## config.mk

```make
export PLATFORM = sky130hd
export DESIGN_NAME = line_buffer_scheduler
export DESIGN_NICKNAME = d
export VERILOG_FILES = /design/src/rtl/line_buffer_scheduler.sv
export SDC_FILE = /design/constraint.sdc
export NUM_CORES = 1
export LEC_CHECK = 0
export ABC_AREA = 1
export BUFFER_PORTS_ARGS = -buffer_cell sky130_fd_sc_hd__buf_4
export CORE_AREA = 2 2 130 132
export CTS_CLUSTER_SIZE = 20
export DETAILED_ROUTE_END_ITERATION = 16
export DIE_AREA = 0 0 132 134
export HOLD_SLACK_MARGIN = 0.06
export PLACE_DENSITY = 0.79
export SYNTH_ARGS = -nofsm -noshare
export SYNTH_HDL_FRONTEND = slang
export SYNTH_SLANG_ARGS = --single-unit
```

## constraint.sdc

```tcl
create_clock -name Clk -period 4.9 [get_ports Clk]
set_clock_uncertainty 0.05 [all_clocks]
set_input_delay 0.245 -clock Clk [delete_from_list [all_inputs] [get_ports Clk]]
set_output_delay 0.245 -clock Clk [all_outputs]
set_load 0.05 [all_outputs]
```

## src/rtl/line_buffer_scheduler.sv

```systemverilog
// line_buffer_scheduler: rotates three line BRAMs and emits aligned
// top/mid/bot column words for the 3x3 window former.
module line_buffer_scheduler #(
  parameter int DATA_WIDTH = 8,
  parameter int ADDR_WIDTH = 13
) (
  input  logic                  Clk,
  input  logic                  Rst,
  input  logic [15:0]           cfg_width,
  input  logic [15:0]           cfg_height,
  input  logic                  cfg_start,
  output logic                  busy,
  output logic                  cfg_err,
  output logic                  seq_err,
  output logic                  frame_done,
  input  logic                  s_valid,
  output logic                  s_ready,
  input  logic [31:0]           s_data,
  input  logic                  s_last,
  output logic [2:0]            wr_en,
  output logic [ADDR_WIDTH-1:0] wr_addr,
  output logic [31:0]           wr_data,
  output logic                  rd_en,
  output logic [ADDR_WIDTH-1:0] rd_addr,
  input  logic [31:0]           rd_data0,
  input  logic [31:0]           rd_data1,
  input  logic [31:0]           rd_data2,
  output logic                  out_valid,
  input  logic                  out_ready,
  output logic [31:0]           out_top,
  output logic [31:0]           out_mid,
  output logic [31:0]           out_bot,
  output logic                  out_eol,
  output logic                  out_last
);

  localparam int PPW = 32 / DATA_WIDTH;
  localparam logic [31:0] DEPTH = 32'd1 << ADDR_WIDTH;

  typedef enum logic [1:0] {
    S_IDLE,
    S_FILL,
    S_RUN,
    S_DRAIN
  } state_t;

  state_t state_q, state_d;
  logic [ADDR_WIDTH-1:0] col_q, col_d;
  logic [ADDR_WIDTH-1:0] wpl_m1_q, wpl_m1_d;
  logic [15:0] line_q, line_d;
  logic [15:0] hm1_q, hm1_d;
  logic [1:0] wsel_q, wsel_d;
  logic [1:0] sel_q, sel_d;
  logic cfg_err_q, cfg_err_d;
  logic seq_err_q, seq_err_d;
  logic frame_done_q, frame_done_d;
  logic out_valid_q, out_valid_d;
  logic eol_q, eol_d;
  logic last_q, last_d;
  logic [31:0] bot_q, bot_d;

  logic [31:0] wpl_cfg;
  logic cfg_bad;
  logic accept;
  logic run_acc;
  logic col_end;
  logic is_final;
  logic [1:0] top_sel;
  logic [1:0] mid_sel;

  always_comb begin
    wpl_cfg = 32'(cfg_width) / 32'(PPW);
    cfg_bad = (cfg_width == 16'd0)
           || ((32'(cfg_width) % 32'(PPW)) != 32'd0)
           || (wpl_cfg > DEPTH)
           || (cfg_height < 16'd3);
  end

  always_comb begin
    case (state_q)
      S_FILL:  s_ready = 1'b1;
      S_RUN:   s_ready = !out_valid_q || out_ready;
      default: s_ready = 1'b0;
    endcase
    accept   = s_valid && s_ready;
    run_acc  = accept && (state_q == S_RUN);
    col_end  = (col_q == wpl_m1_q);
    is_final = col_end && (line_q == hm1_q);
    wr_en    = accept ? (3'b001 << wsel_q) : 3'b000;
    wr_addr  = col_q;
    wr_data  = accept ? s_data : 32'd0;
    rd_en    = run_acc;
    rd_addr  = col_q;
  end

  always_comb begin
    state_d      = state_q;
    col_d        = col_q;
    line_d       = line_q;
    wsel_d       = wsel_q;
    wpl_m1_d     = wpl_m1_q;
    hm1_d        = hm1_q;
    sel_d        = sel_q;
    cfg_err_d    = cfg_err_q;
    seq_err_d    = seq_err_q;
    frame_done_d = 1'b0;
    out_valid_d  = out_valid_q;
    bot_d        = bot_q;
    eol_d        = eol_q;
    last_d       = last_q;
    if (accept) begin
      col_d = col_end ? '0 : col_q + 1'b1;
      if (col_end) begin
        line_d = line_q + 16'd1;
        wsel_d = (wsel_q == 2'd2) ? 2'd0 : wsel_q + 2'd1;
      end
      if (s_last != is_final) seq_err_d = 1'b1;
    end
    // mux select is captured with the accept, before wsel rotates
    if (run_acc) begin
      out_valid_d = 1'b1;
      bot_d       = s_data;
      eol_d       = col_end;
      last_d      = is_final;
      sel_d       = wsel_q;
    end else if (out_ready) begin
      out_valid_d = 1'b0;
      eol_d       = 1'b0;
      last_d      = 1'b0;
    end
    case (state_q)
      S_IDLE: begin
        if (cfg_start && !frame_done_q) begin
          if (cfg_bad) begin
            cfg_err_d = 1'b1;
          end else begin
            state_d   = S_FILL;
            col_d     = '0;
            line_d    = 16'd0;
            wsel_d    = 2'd0;
            cfg_err_d = 1'b0;
            seq_err_d = 1'b0;
            wpl_m1_d  = ADDR_WIDTH'(wpl_cfg - 32'd1);
            hm1_d     = cfg_height - 16'd1;
          end
        end
      end
      S_FILL: begin
        if (accept && col_end && line_q == 16'd1) state_d = S_RUN;
      end
      S_RUN: begin
        if (accept && is_final) state_d = S_DRAIN;
      end
      S_DRAIN: begin
        if (out_valid_q && out_ready) begin
          frame_done_d = 1'b1;
          state_d      = S_IDLE;
        end
      end
      default: state_d = S_IDLE;
    endcase
  end

  always_ff @(posedge Clk or posedge Rst) begin
    if (Rst) begin
      state_q      <= S_IDLE;
      col_q        <= '0;
      line_q       <= 16'd0;
      wsel_q       <= 2'd0;
      wpl_m1_q     <= '0;
      hm1_q        <= 16'd0;
      sel_q        <= 2'd0;
      cfg_err_q    <= 1'b0;
      seq_err_q    <= 1'b0;
      frame_done_q <= 1'b0;
      out_valid_q  <= 1'b0;
      bot_q        <= 32'd0;
      eol_q        <= 1'b0;
      last_q       <= 1'b0;
    end else begin
      state_q      <= state_d;
      col_q        <= col_d;
      line_q       <= line_d;
      wsel_q       <= wsel_d;
      wpl_m1_q     <= wpl_m1_d;
      hm1_q        <= hm1_d;
      sel_q        <= sel_d;
      cfg_err_q    <= cfg_err_d;
      seq_err_q    <= seq_err_d;
      frame_done_q <= frame_done_d;
      out_valid_q  <= out_valid_d;
      bot_q        <= bot_d;
      eol_q        <= eol_d;
      last_q       <= last_d;
    end
  end

  // line k sits in buffer k mod 3, so top is sel+1 and mid is sel+2
  always_comb begin
    top_sel = (sel_q == 2'd2) ? 2'd0 : sel_q + 2'd1;
    mid_sel = (sel_q == 2'd0) ? 2'd2 : sel_q - 2'd1;
    out_top = 32'd0;
    out_mid = 32'd0;
    if (out_valid_q) begin
      case (top_sel)
        2'd0:    out_top = rd_data0;
        2'd1:    out_top = rd_data1;
        default: out_top = rd_data2;
      endcase
      case (mid_sel)
        2'd0:    out_mid = rd_data0;
        2'd1:    out_mid = rd_data1;
        default: out_mid = rd_data2;
      endcase
    end
  end

  assign busy       = (state_q != S_IDLE);
  assign cfg_err    = cfg_err_q;
  assign seq_err    = seq_err_q;
  assign frame_done = frame_done_q;
  assign out_valid  = out_valid_q;
  assign out_bot    = bot_q;
  assign out_eol    = eol_q;
  assign out_last   = last_q;

endmodule

```

# Word-level counts from Yosys, hierarchy flattened
# Index checks and enable logic that the tools add are counted.
# totals
wordCells	109
input_bits	166
ff_bits	102
out_inout_bits	166
# op_classes
eq_ne	16
mux	43
n_reduce_logical	25
bitwise	1
shift	1
n_addsub	7
magnitude_cmp	2
# op_table
op	n
$pmux W32 S2	2
$mux W32	3
$mux W16	5
$mux W13	5
$reduce_bool A32 Y1	1
$mux W2	13
$add A16 B1 Y16 const B	1
$eq A16 B1 Y1 const B	1
$eq A16 B16 Y1	1
$logic_not A16 Y1	1
$lt A16 B2 Y1 const B	1
$sub A16 B1 Y16 const B	1
$gt A14 B14 Y1 const B	1
$add A13 B1 Y13 const B	1
$eq A13 B13 Y1	1
$sub A13 B1 Y13 const B	1
$mux W1	12
$eq A2 B2 Y1 const B	4
$logic_and A1 B1 Y1	8
$logic_not A2 Y1	4
$ne A2 B2 Y1 const B	4
$pmux W2 S4	1
$eq A2 B1 Y1 const B	3
$reduce_and A5 Y1	1
other kinds (13)	19

# Logic depth before layout (Yosys ltp)
# logic_depth
ltp_word	8
depth_mapped	14
depth_no_buf	13

# Worst setup path before layout
# OpenSTA, ideal clock, no wires.
# synth_timing
path_type	reg-to-output
from	register out_valid_q (netlist: out_valid)
to	output wr_en[0]
path_stages_with_launch	9
arrival_ns	2.357
slack_ns	2.248
n_path_buf	1
required_ns	4.605
path_cell_list	dfrtp_1 inv_2 o21ai_1 nand2_1 nand2_2 nor2_4 inv_1 clkbuf_1 nor3_1
# synth_via
elab_chain_cells	5
# synth_lines
item	line_no	source
start: declaration	57	logic out_valid_q, out_valid_d;
start signal: assignment	191	out_valid_q <= out_valid_d;
$logic_not A1 Y1	82	S_RUN: s_ready = !out_valid_q || out_ready;
$logic_or A1 B1 Y1	82	
$pmux W1 S2	80	case (state_q)
$logic_and A1 B1 Y1	85	accept = s_valid && s_ready;
$mux W3	89	wr_en = accept ? (3'b001 << wsel_q) : 3'b000;
end: declaration	20	output logic [2:0] wr_en,
# No other way between the ends.

# Worst setup path after layout
# layout_timing
from	register sel_q[1]
to	output out_top[27]
# layout_via
elab_chain_cells	5
elab_cells_between_ends	7
classes_between	1 x add/sub; 2 x eq/ne; 3 x mux; 1 x reduce/logical
# layout_lines
item	line_no	source
start: declaration	53	logic [1:0] sel_q, sel_d;
start signal: assignment	187	sel_q <= sel_d;
$add A2 B1 Y2 / $eq A2 B2 Y1 (equally long branches)	200	top_sel = (sel_q == 2'd2) ? 2'd0 : sel_q + 2'd1;
$mux W2 (*)	200	
$eq A2 B1 Y1 / $logic_not A2 Y1 (equally long branches)	205	case (top_sel)
$pmux W32 S2 (*)	205	
$mux W32 (*)	204	if (out_valid_q) begin
end: declaration	30	output logic [31:0] out_top,
# Every way passes the cells marked *; elsewhere a longest branch is shown, timed or not.

==> flow_summary.yaml <==
detailed_routing:
  ant_nets: 0
  drc_errors: 0
  wl_mm: 25.9
  drt-initial-drc-count: 657
  vias: 8433
  first_pass_iters: 5
  vias_per_cell: 5.20
  drt-wirelength-per-cell_um: 16.0
timing:
  fin_crit_ns: 3.63
  final-hold-violation-count: 0
  setup_violations: 0
  drv_slew: 0
  post-route-period-util_pct: 74.2
  rsz0062_at_grt: "no"
  slew_headroom_pct: 15.4
  fin_hold_ws_ns: 0.133
  setup_tns_ns: 0
  worst_pin_slew_ns: 1.27
  fmaxAchievable_mhz: 275
synthesis:
  synth_seq_cells: 102
  ys_types: 37
  yosysTopAreaCellShare_pct: 33.6
  synth.area.top_cells: "dfrtp_1 (34%), nand2_1 (14%), inv_1 (8.3%)"
  syn-cell-area_um2: 7590
  synthCells: 1115
  synth.avg_cell_area_um2: 6.80
  post-synth-top-area-cell: "dfrtp_1"
  yosysSeqAreaShare_pct: 33.6
  yosys_warnings: 0
  syn_nets: 1297
clock_network:
  clock_latency_ns: 0.35
  cts_tree: "built"
  h-tree-depth: 3
  cts_sinks: 102
  clockBufferDepth: 2
  numCtsBuffers: 9
  post_cts_buffers: 0
  cts_root_buffer: "clkbuf_16"
  cts-resized-gates: 0
  clkTransAtPathRegs_ns: 0.08
  cts_hold_buf: 3
floorplan:
  die_h_um: 134
  die_area_um2: 17700
  fp-row-count: 47
  die_x_um: 132
  core_area_um2: 16300
  io_pins: 332
  initial_core_util_pct: 46.6
flow_run:
  drv_cap: 0
finish:
  drive_above_1_share_pct: 27.6
  syn2layout_area_growth_pct: 36.5
  fill_cells: 1509
  final_nets: 1579
setup_path:
  path_max_fanout: 33
  required_ns: 4.61
  critical_path_class: "flip-flop to output pin"
  start_kind: "flip-flop"
  crit_arrival_ns: 3.34
  end_kind: "output pin"
placed_design:
  place_hpwl_mm: 20.0
  routabilityCongestion: 0.956
  io_buffer_count: 331
grt:
  grt_pass1_vias: 7815
  track_usage_pct: 28.3
  antenna_found_initial: 1
  grt_overflow_total: 0
  grt_max_degree: 75
  grt_pass1_wl_mm: 40.5
run_status:
  outcome: "complete, no violations"
hold_path:
  hold_path.class: "input pin to flip-flop"
power_and_ir_drop:
  ir_drop_v: 0.000339
  cellLeakagePower_nw: 5.56
  power_density_nw_per_um2: 518
report_power, final:
part	switching [mW]	internal (mW)	total, mW
Combinational	2.21	1.01	3.22
Sequential	0.303	1.15	1.45
Clock	0.333	0.351	0.684
flip-flops by register name (all words and copies together), names as in the netlist, 2 cells and up:
name and cells:
wpl_m1_q 13, line_q 16, state_q 2, wsel_q 2, hm1_q 16, rd_addr 13, out_bot 32, sel_q 2
final cells by class:
| class | count | area (um2) | share of cell area [%] |
|---|---|---|---|
| multi-input cells | 772 | 4030 | 38.9 |
| repair buffers | 340 | 2560 | 24.7 |
| flip-flops and latches | 102 | 2550 | 24.7 |
| inverters | 172 | 648 | 6.26 |
| well taps | 220 | 275 | 2.66 |
| clock buffers | 9 | 225 | 2.18 |
| clock inverters | 7 | 56.3 | 0.544 |
| diodes | 1 | 2.50 | 0.0242 |
cell usage in the layout, fill, tap and decap left out, drive strengths merged:
| master | netlist | final |
|---|---|---|
| o211ai | 44 | 44 |
| clkbuf | 40 | 9 |
| diode | 0 | 1 |
| buf | 29 | 337 |
| nor4 | 2 | 2 |
| nand3b | 1 | 1 |
| inv | 172 | 175 |
| xnor2 | 21 | 21 |
| a221o | 12 | 12 |
| clkinv | 0 | 3 |
| dfrtp | 102 | 102 |
| ha | 16 | 16 |
| o21ai | 98 | 98 |
| nor3 | 23 | 23 |
| a21oi | 16 | 16 |
| nand3 | 60 | 60 |
| xor2 | 20 | 20 |
| nor2 | 131 | 131 |
| nand2 | 282 | 282 |
| nor3b | 2 | 2 |
| a31oi | 3 | 3 |
| a221oi | 20 | 20 |
| clkinvlp | 0 | 1 |
| dlygate4sd3 | 0 | 3 |
| nand4 | 15 | 15 |
| and2 | 1 | 1 |
| or2 | 4 | 4 |
| a211oi | 1 | 1 |
cell usage after synthesis, drive strengths merged:
cell	instances
nand2	282
inv	172
nor2	131
dfrtp	102
o21ai	98
nand3	60
o211ai	44
clkbuf	40
buf	29
nor3	23
xnor2	21
a221oi	20
xor2	20
a21oi	16
ha	16
nand4	15
a221o	12
or2	4
a31oi	3
nor3b	2
nor4	2
a211oi	1
and2	1
nand3b	1
worst paths after layout:
check	from	endpoint	slack (ns)	depth (start not counted)
max	sel_q[1]$_DFFE_PP0P_	out_top[27]	1.27	7
min	s_data[16]	out_bot[16]$_DFFE_PP0P_	0.13	3
max reg2reg	state_q[0]$_DFFE_PP0P_	out_bot[24]$_DFFE_PP0P_	2.29	8
min reg2reg	out_bot[14]$_DFFE_PP0P_	out_bot[14]$_DFFE_PP0P_	0.44	2
max in group asynchronous	Rst	wpl_m1_q[12]$_DFFE_PP0P_	3.25	4
min in group asynchronous	Rst	sel_q[0]$_DFFE_PP0P_	0.57	3
logic make-up (layout without fill, tap and decap cells):
| group | after synthesis | count (layout) | synth area share [%] |
|---|---|---|---|
| AO/OA/AOI/OAI | 194 | 194 | 16.1 |
| XOR/XNOR | 41 | 41 | 4.73 |
| adder cells (fa/ha/maj) | 16 | 16 | 2.64 |
| buffers and inverters | 241 | 528 | 13.3 |
| flip-flops | 102 | 102 | 33.6 |
| other | 0 | 1 | 0 |
| AND/OR/NAND/NOR | 521 | 521 | 29.6 |
critical path: stages, from the launching register on:
cell and delay, ns:
dfrtp_1 0.91, inv_1 0.22, ha_1 0.24, buf_4 0.24, inv_1 0.75, o21ai_0 0.16
nor2_1 0.22, buf_4 0.24
metal layers:
metal	vias up	routed length, um	global-route usage, %
met1	3902	10900	36.5
met2	334	12500	47.9
li1	4132	-	-
met4	0	1150	13.3
met3	65	1400	2.80
met5	-	0	0
metrics by stage:
| stage | power, mW | util, % | std cells | worst slack, ns | cell area (um2) |
|---|---|---|---|---|---|
| 6_report | 5.36 | 63.6 | 1623 | 1.27 | 10400 |
| 4_1_cts | 5.36 | 63.5 | 1622 | 1.30 | 10400 |
| 3_3_place_gp | 4.60 | 61.6 | 1603 | 1.67 | 10000 |
| 5_1_grt | 5.69 | 63.6 | 1623 | 1.09 | 10400 |
| 3_5_place_dp | 4.66 | 61.6 | 1603 | 1.68 | 10000 |
| 2_1_floorplan | 3.73 | - | 1115 | 1.93 | 7590 |
(Power assumes the default switching activity.)
